==> config.mk <==
export PLATFORM = sky130hd
export DESIGN_NAME = pow2_lut_arbiter_flat
export DESIGN_NICKNAME = d
export VERILOG_FILES = /design/src/rtl/pow2_lut_arbiter_if.sv /design/src/rtl/pow2_lut_arbiter.sv /design/src/flat_wrapper.sv
export SDC_FILE = /design/constraint.sdc
export NUM_CORES = 1
export LEC_CHECK = 0
export ABC_AREA = 1
export BUFFER_PORTS_ARGS = -buffer_cell sky130_fd_sc_hd__buf_2
export CAP_MARGIN = 15
export CELL_PAD_IN_SITES_DETAIL_PLACEMENT = 0
export CELL_PAD_IN_SITES_GLOBAL_PLACEMENT = 1
export CORE_MARGIN = 4
export CORE_UTILIZATION = 39
export DETAILED_ROUTE_END_ITERATION = 8
export HOLD_SLACK_MARGIN = 0.02
export PLACE_DENSITY = 0.81
export SLEW_MARGIN = 40
export SYNTH_ARGS = -nofsm -noshare
export SYNTH_HDL_FRONTEND = slang
export SYNTH_SLANG_ARGS = --single-unit
export TNS_END_PERCENT = 20
==> constraint.sdc <==
create_clock -name clock -period 2.45 [get_ports clock]
set_input_delay 0.3675 -clock clock [delete_from_list [all_inputs] [get_ports clock]]
set_output_delay 0.3675 -clock clock [all_outputs]
set_load 0.005 [all_outputs]
==> src/rtl/pow2_lut_arbiter_if.sv <==
// Request/result bundle for the shared pow2 LUT: NUM_REQ request lanes in,
// one result port out with backpressure.
interface pow2_lut_arbiter_if #(
    parameter int NUM_REQ = 4
);
    localparam int ID_W = (NUM_REQ > 1) ? $clog2(NUM_REQ) : 1;

    logic [NUM_REQ-1:0]   in_valid;
    logic [NUM_REQ*8-1:0] in_frac;
    logic [NUM_REQ-1:0]   in_ready;
    logic                 out_valid;
    logic [8:0]           out_data;
    logic [ID_W-1:0]      out_id;
    logic                 out_ready;

    modport slave (
        input  in_valid, in_frac, out_ready,
        output in_ready, out_valid, out_data, out_id
    );

    modport master (
        output in_valid, in_frac, out_ready,
        input  in_ready, out_valid, out_data, out_id
    );
endinterface

==> src/rtl/pow2_lut_arbiter.sv <==
// Round-robin shared 2^(x/256)-1 LUT (8-bit in, 9-bit out) with a 2-stage
// registered pipeline; each result carries the issuing requester's index.
module pow2_lut_arbiter #(
    parameter int NUM_REQ = 4
) (
    input  logic                 clock,
    input  logic                 resetN,
    pow2_lut_arbiter_if.slave    bus
);
    localparam int ID_W = (NUM_REQ > 1) ? $clog2(NUM_REQ) : 1;
    localparam int F    = 56;

    // Table is built at elaboration: 2^(1/2^j) by repeated integer square
    // roots in Q56, then products per set bit, rounded to nearest Q9.
    function automatic logic [255:0][8:0] build_lut();
        logic [8:0][127:0]  rt;
        logic [127:0]       v, r, t, p;
        logic [255:0][8:0]  tab;
        rt    = '0;
        tab   = '0;
        rt[0] = 128'd2 << F;
        for (int j = 1; j <= 8; j++) begin
            v = rt[j-1] << F;
            r = '0;
            for (int b = 60; b >= 0; b--) begin
                t = r | (128'd1 << b);
                if (t * t <= v) r = t;
            end
            rt[j] = r;
        end
        for (int x = 0; x < 256; x++) begin
            p = 128'd1 << F;
            for (int b = 0; b < 8; b++)
                if (x[b]) p = (p * rt[8-b]) >> F;
            r = ((p - (128'd1 << F)) + (128'd1 << (F-10))) >> (F-9);
            tab[x] = r[8:0];
        end
        return tab;
    endfunction

    localparam logic [255:0][8:0] LUT = build_lut();

    logic [ID_W-1:0]          r_rr_ptr;
    logic                     r_s1_valid;
    logic [7:0]               r_s1_frac;
    logic [ID_W-1:0]          r_s1_id;
    logic                     r_s2_valid;
    logic [8:0]               r_s2_data;
    logic [ID_W-1:0]          r_s2_id;

    logic                     w_s2_adv;
    logic                     w_s1_adv;
    logic                     w_any;
    logic                     w_take;
    logic [ID_W-1:0]          w_win;
    logic [NUM_REQ-1:0][7:0]  w_frac_v;

    assign w_frac_v = bus.in_frac;
    assign w_s2_adv = !r_s2_valid || bus.out_ready;
    assign w_s1_adv = !r_s1_valid || w_s2_adv;
    // Gating with resetN keeps in_ready low for the whole reset window.
    assign w_take   = w_any && w_s1_adv && resetN;

    always_comb begin
        int idx;
        idx   = 0;
        w_any = 1'b0;
        w_win = '0;
        for (int k = 0; k < NUM_REQ; k++) begin
            idx = (int'(r_rr_ptr) + k) % NUM_REQ;
            if (!w_any && bus.in_valid[ID_W'(idx)]) begin
                w_any = 1'b1;
                w_win = ID_W'(idx);
            end
        end
    end

    always_comb begin
        bus.in_ready = '0;
        for (int k = 0; k < NUM_REQ; k++)
            bus.in_ready[k] = w_take && (w_win == ID_W'(k));
    end

    always_ff @(posedge clock or negedge resetN) begin
        if (!resetN) begin
            r_rr_ptr   <= '0;
            r_s1_valid <= 1'b0;
            r_s1_frac  <= '0;
            r_s1_id    <= '0;
            r_s2_valid <= 1'b0;
            r_s2_data  <= '0;
            r_s2_id    <= '0;
        end else begin
            if (w_s2_adv) begin
                r_s2_valid <= r_s1_valid;
                if (r_s1_valid) begin
                    r_s2_data <= LUT[r_s1_frac];
                    r_s2_id   <= r_s1_id;
                end
            end
            if (w_s1_adv) begin
                r_s1_valid <= w_take;
                if (w_take) begin
                    r_s1_frac <= w_frac_v[w_win];
                    r_s1_id   <= w_win;
                end
            end
            if (w_take) begin
                if (w_win == ID_W'(NUM_REQ-1)) r_rr_ptr <= '0;
                else                           r_rr_ptr <= w_win + 1'b1;
            end
        end
    end

    assign bus.out_valid = r_s2_valid;
    assign bus.out_data  = r_s2_data;
    assign bus.out_id    = r_s2_id;
endmodule

==> src/flat_wrapper.sv <==
// flat-port wrapper written by rule: the top's interface ports become plain ports
module pow2_lut_arbiter_flat 
#(
    parameter int NUM_REQ = 4
)
  (clock, resetN, bus_in_valid, bus_in_frac, bus_out_ready, bus_in_ready, bus_out_valid, bus_out_data, bus_out_id);
  pow2_lut_arbiter_if #(.NUM_REQ(NUM_REQ)) bus_i ();
  input  logic clock;
  input  logic resetN;
  input wire logic [$bits(bus_i.in_valid)-1:0] bus_in_valid;
  input wire logic [$bits(bus_i.in_frac)-1:0] bus_in_frac;
  input wire logic [$bits(bus_i.out_ready)-1:0] bus_out_ready;
  output wire logic [$bits(bus_i.in_ready)-1:0] bus_in_ready;
  output wire logic [$bits(bus_i.out_valid)-1:0] bus_out_valid;
  output wire logic [$bits(bus_i.out_data)-1:0] bus_out_data;
  output wire logic [$bits(bus_i.out_id)-1:0] bus_out_id;
  assign bus_i.in_valid = bus_in_valid;
  assign bus_i.in_frac = bus_in_frac;
  assign bus_i.out_ready = bus_out_ready;
  assign bus_in_ready = bus_i.in_ready;
  assign bus_out_valid = bus_i.out_valid;
  assign bus_out_data = bus_i.out_data;
  assign bus_out_id = bus_i.out_id;
  pow2_lut_arbiter #(.NUM_REQ(NUM_REQ)) u_core (.clock(clock), .resetN(resetN), .bus(bus_i));
endmodule
==> metrics <==
grt ovf 0; fin nets 706; Clk pin slew, worst setup/hold paths 0.10 ns; Multi-input gate area 2345 um^2; Startpoint Class flip-flop; critical path class reg2out; Post-Syn Area 3321 um^2; synthesized area per cell 5.706 um^2; sw frac 57.98%; Syn-to-layout area delta 20.46%; Vias per Instance 5.504; status completed; Final setup viols 0; TritonCTS clock tree yes; Worst path max stage delay 0.49 ns; core box area 8258 um^2; slew at the pin closest to its max-slew limit 0.5973 ns; Slew headroom 59.94%; remaining antenna violation count 0; top post-synthesis cells by area nand2_1 (21%), dfrtp_1 (19%), nand3_1 (10%); layout cells sized above 1 20.67%; number of diodes 0; Seq pwr share 11.7%; Final Power 6763 uW; Top FF cell, synth dfrtp_1; most frequent CP cell nand2_2; antenna violations before repair 0; cts hold-fix bufs 0; Worst Path Arrival 1.98 ns; RSZ-0062 raised after global routing yes; Cells after Synth 582; power share of the combinational group 84.5%; post-route clock period utilization 95.84%; final slew viol count 0; Buf+Inv Stages, Crit Path 3; Critical Path RT 2.08 ns; Cell Int Power 2842 uW; Die Y-Extent 100.3 um; leakage 0.002165 uW; Slowest cell on crit path dfrtp_2; Post-Synthesis Net Count 634; Via Count 4172; Synth top area share 21.36%; Net Switching 3921 uW; die width 100.3 um; Yosys cell types 41; Yosys reg bits 25; Max Cap Viol 0; first-pass GRT wire length 18970 um; vias in the first global route 3986; DR WL/cell 15.30 um; Final Routed Wirelength 11600 um; TritonCTS sink count 25; number of port buffers 54; Routability Congestion 0.9619; Clock Path Buffers 2; Remaining DRCs 0; final hold vios 0; CP max FO 7; VDD IR max 0.0007495 V; sequential share of the synthesized area 18.84%; most area-hungry cell type in the Yosys netlist nand2_1; sequential cell area 626.9 um^2; GRT Overall Usage 22.64%; fillers 924; CP endpoint kind output port; detailed-placement wirelength estimate 8793 um; Top Ports 55; root buffer cell clkbuf_8; Final Util 48.44%; clk_skew 0.005342 ns; Post-synth ARST share 100.0%; pwr/cell area 1691 nW/um^2; Initial Util 40.21%; largest net degree at the start of global routing 26; die area 10060 um^2; Synth warnings 0; CTS buffer count 3; clk_lat worst skew 0.27 ns; Pre-antenna DRT Iters 6; Cell Rows 33; Final min period 2.348 ns; H-tree levels 1; Worst Hold Class in2async; Initial DRC Count 328; CP delay by family, top simple AND/OR/NAND/NOR gates; number of synthesized flops with an enable pin 0; crit path cell chain buf_6 -> nand2_1 -> nand2_2 -> nand2_2 -> nand2_2 -> nor2_4 -> nand2_1 -> nor2_2 -> nor2_2 -> clkinv_2 -> nand2_2 -> nor2_2 -> buf_2; Clock Power Share 3.8%; f_max 425.9 MHz
[sequential cells by signal, summed over array words and instances (netlist names)]
signal and count:
u_core.r_s1_valid 1, u_core.r_s1_frac 8, u_core.bus.out_id 2, u_core.r_s1_id 2, u_core.r_rr_ptr 2, u_core.bus.out_data 9, u_core.bus.out_valid 1
[repair_timing]
| item | in CTS | in global routing |
|---|---|---|
| setup endpoints to repair | 4 | 4 |
| hold endpoints to repair | 0 | 0 |
| gates cloned | 0 | 0 |
| pin swaps | 0 | 5 |
| gates resized for setup | 3 | 18 |
| setup buffers | 4 | 9 |
[synthesized netlist by cell type, types with 2 or more instances]
| library cell | number |
|---|---|
| nand2_1 | 189 |
| nor3_1 | 5 |
| o31ai_1 | 5 |
| dfrtp_1 | 25 |
| nor2_2 | 2 |
| nand3_1 | 67 |
| o21ai_0 | 57 |
| a211oi_1 | 2 |
| clkinv_1 | 3 |
| ha_1 | 13 |
| a31oi_1 | 3 |
| inv_1 | 57 |
| nand3_4 | 2 |
| buf_4 | 2 |
| o211ai_1 | 6 |
| clkbuf_1 | 12 |
| nor2_1 | 35 |
| buf_2 | 12 |
| a22oi_1 | 3 |
| o21a_1 | 2 |
| buf_1 | 2 |
| a21oi_1 | 32 |
| nand2_2 | 10 |
| nand4_1 | 19 |
[cell families (layout without fill, tap and decap cells)]
family	count (synthesis)	count (layout)	synth area share [%]
AO/OA/AOI/OAI	117	117	19.71
adder cells (fa/ha/maj)	13	13	4.898
buffers and inverters	92	163	11.79
flip-flops	25	25	18.84
multiplexers	1	1	0.3391
AND/OR/NAND/NOR	334	334	44.42
[per-layer routing]
| metal | vias up | share of wire (%) | wire, um | GRT usage (%) |
|---|---|---|---|---|
| met1 | 1863 | 42 | 4875 | 29.19 |
| met4 | 0 | 2.8 | 323 | 7.358 |
| met3 | 24 | 7.1 | 820 | 2.641 |
| li1 | 2072 | - | - | - |
| met5 | - | 0 | 0 | 0 |
| met2 | 213 | 48 | 5582 | 39.19 |
[power by group through the flow]
stage / registers [uW] / clock network (uW) / logic, uW
6_report: 791 / 259 / 5710
4_1_cts: 786 / 268 / 5230
3_5_place_dp: 802 / 0 / 5120
2_1_floorplan: 746 / 0 / 3750
5_1_grt: 815 / 288 / 6360
3_3_place_gp: 794 / 0 / 5130
[cells in the final DEF (no fill, tap or decap), drive strengths merged, types with 2 or more instances in the layout]
| cell type | n |
|---|---|
| buf | 97 |
| a31oi | 3 |
| clkbuf | 3 |
| a211oi | 2 |
| nand3 | 70 |
| o211ai | 6 |
| a21oi | 32 |
| nor2 | 38 |
| dfrtp | 25 |
| o21ai | 58 |
| clkinv | 3 |
| nand2 | 200 |
| o21a | 2 |
| nand4 | 19 |
| a22oi | 3 |
| ha | 13 |
| o31ai | 5 |
| nor3 | 5 |
| inv | 60 |
[worst register-to-register path, stage by stage, from the launching register on]
cell and delay, ns:
dfrtp_1 0.39, inv_1 0.21, ha_1 0.35, inv_1 0.14, nand2_1 0.16, nand2_1 0.15, nand2_1 0.08, nand3_1 0.13
o2111ai_1 0.13, nand3_1 0.16, nand2_1 0.07, nand2_1 0.06, nand3_1 0.06
[layout make-up]
| type | instances | area share, % |
|---|---|---|
| tap | 105 | 3.284 |
| timing repair buffer | 97 | 15.20 |
| inverter | 62 | 5.974 |
| multi-input combinational | 465 | 58.62 |
| clock buffer | 3 | 1.032 |
| clock inverter | 1 | 0.2190 |
| sequential | 25 | 15.67 |
[per-stage QoR]
stage | hold WS [ns] | std cells | cell area [um^2] | worst slack (ns) | setup TNS [ns]
final | 0.1534 | 758 | 4000 | 0.1020 | 0
after global routing | 0.1747 | 758 | 4000 | -0.01123 | -0.01560
after CTS | 0.1650 | 749 | 3874 | 0.01070 | 0
after detailed placement | 0.4625 | 741 | 3794 | 0.1887 | 0
after global placement | 0.4508 | 741 | 3794 | 0.2394 | 0
after floorplan | 0.07191 | 582 | 3321 | 0.4569 | 0
[path summary, 6_finish.rpt]
kind / from / endpoint / slack [ns] / depth (start not counted)
worst max-delay path: u_core.r_rr_ptr[0] / bus_in_ready[3] / 0.10 / 13
worst min-delay path: resetN / u_core.bus.out_data[8] / 0.15 / 2
worst max register to register: u_core.r_s1_frac[1] / u_core.bus.out_data[0] / 0.25 / 12
worst min register to register: u_core.bus.out_data[5] / u_core.bus.out_data[5] / 0.49 / 2
max in group asynchronous: resetN / u_core.r_rr_ptr[0] / 2.02 / 2
min in group clock: bus_out_ready / u_core.bus.out_valid / 0.43 / 4
No activity file was read; power rests on OpenSTA's default activity.
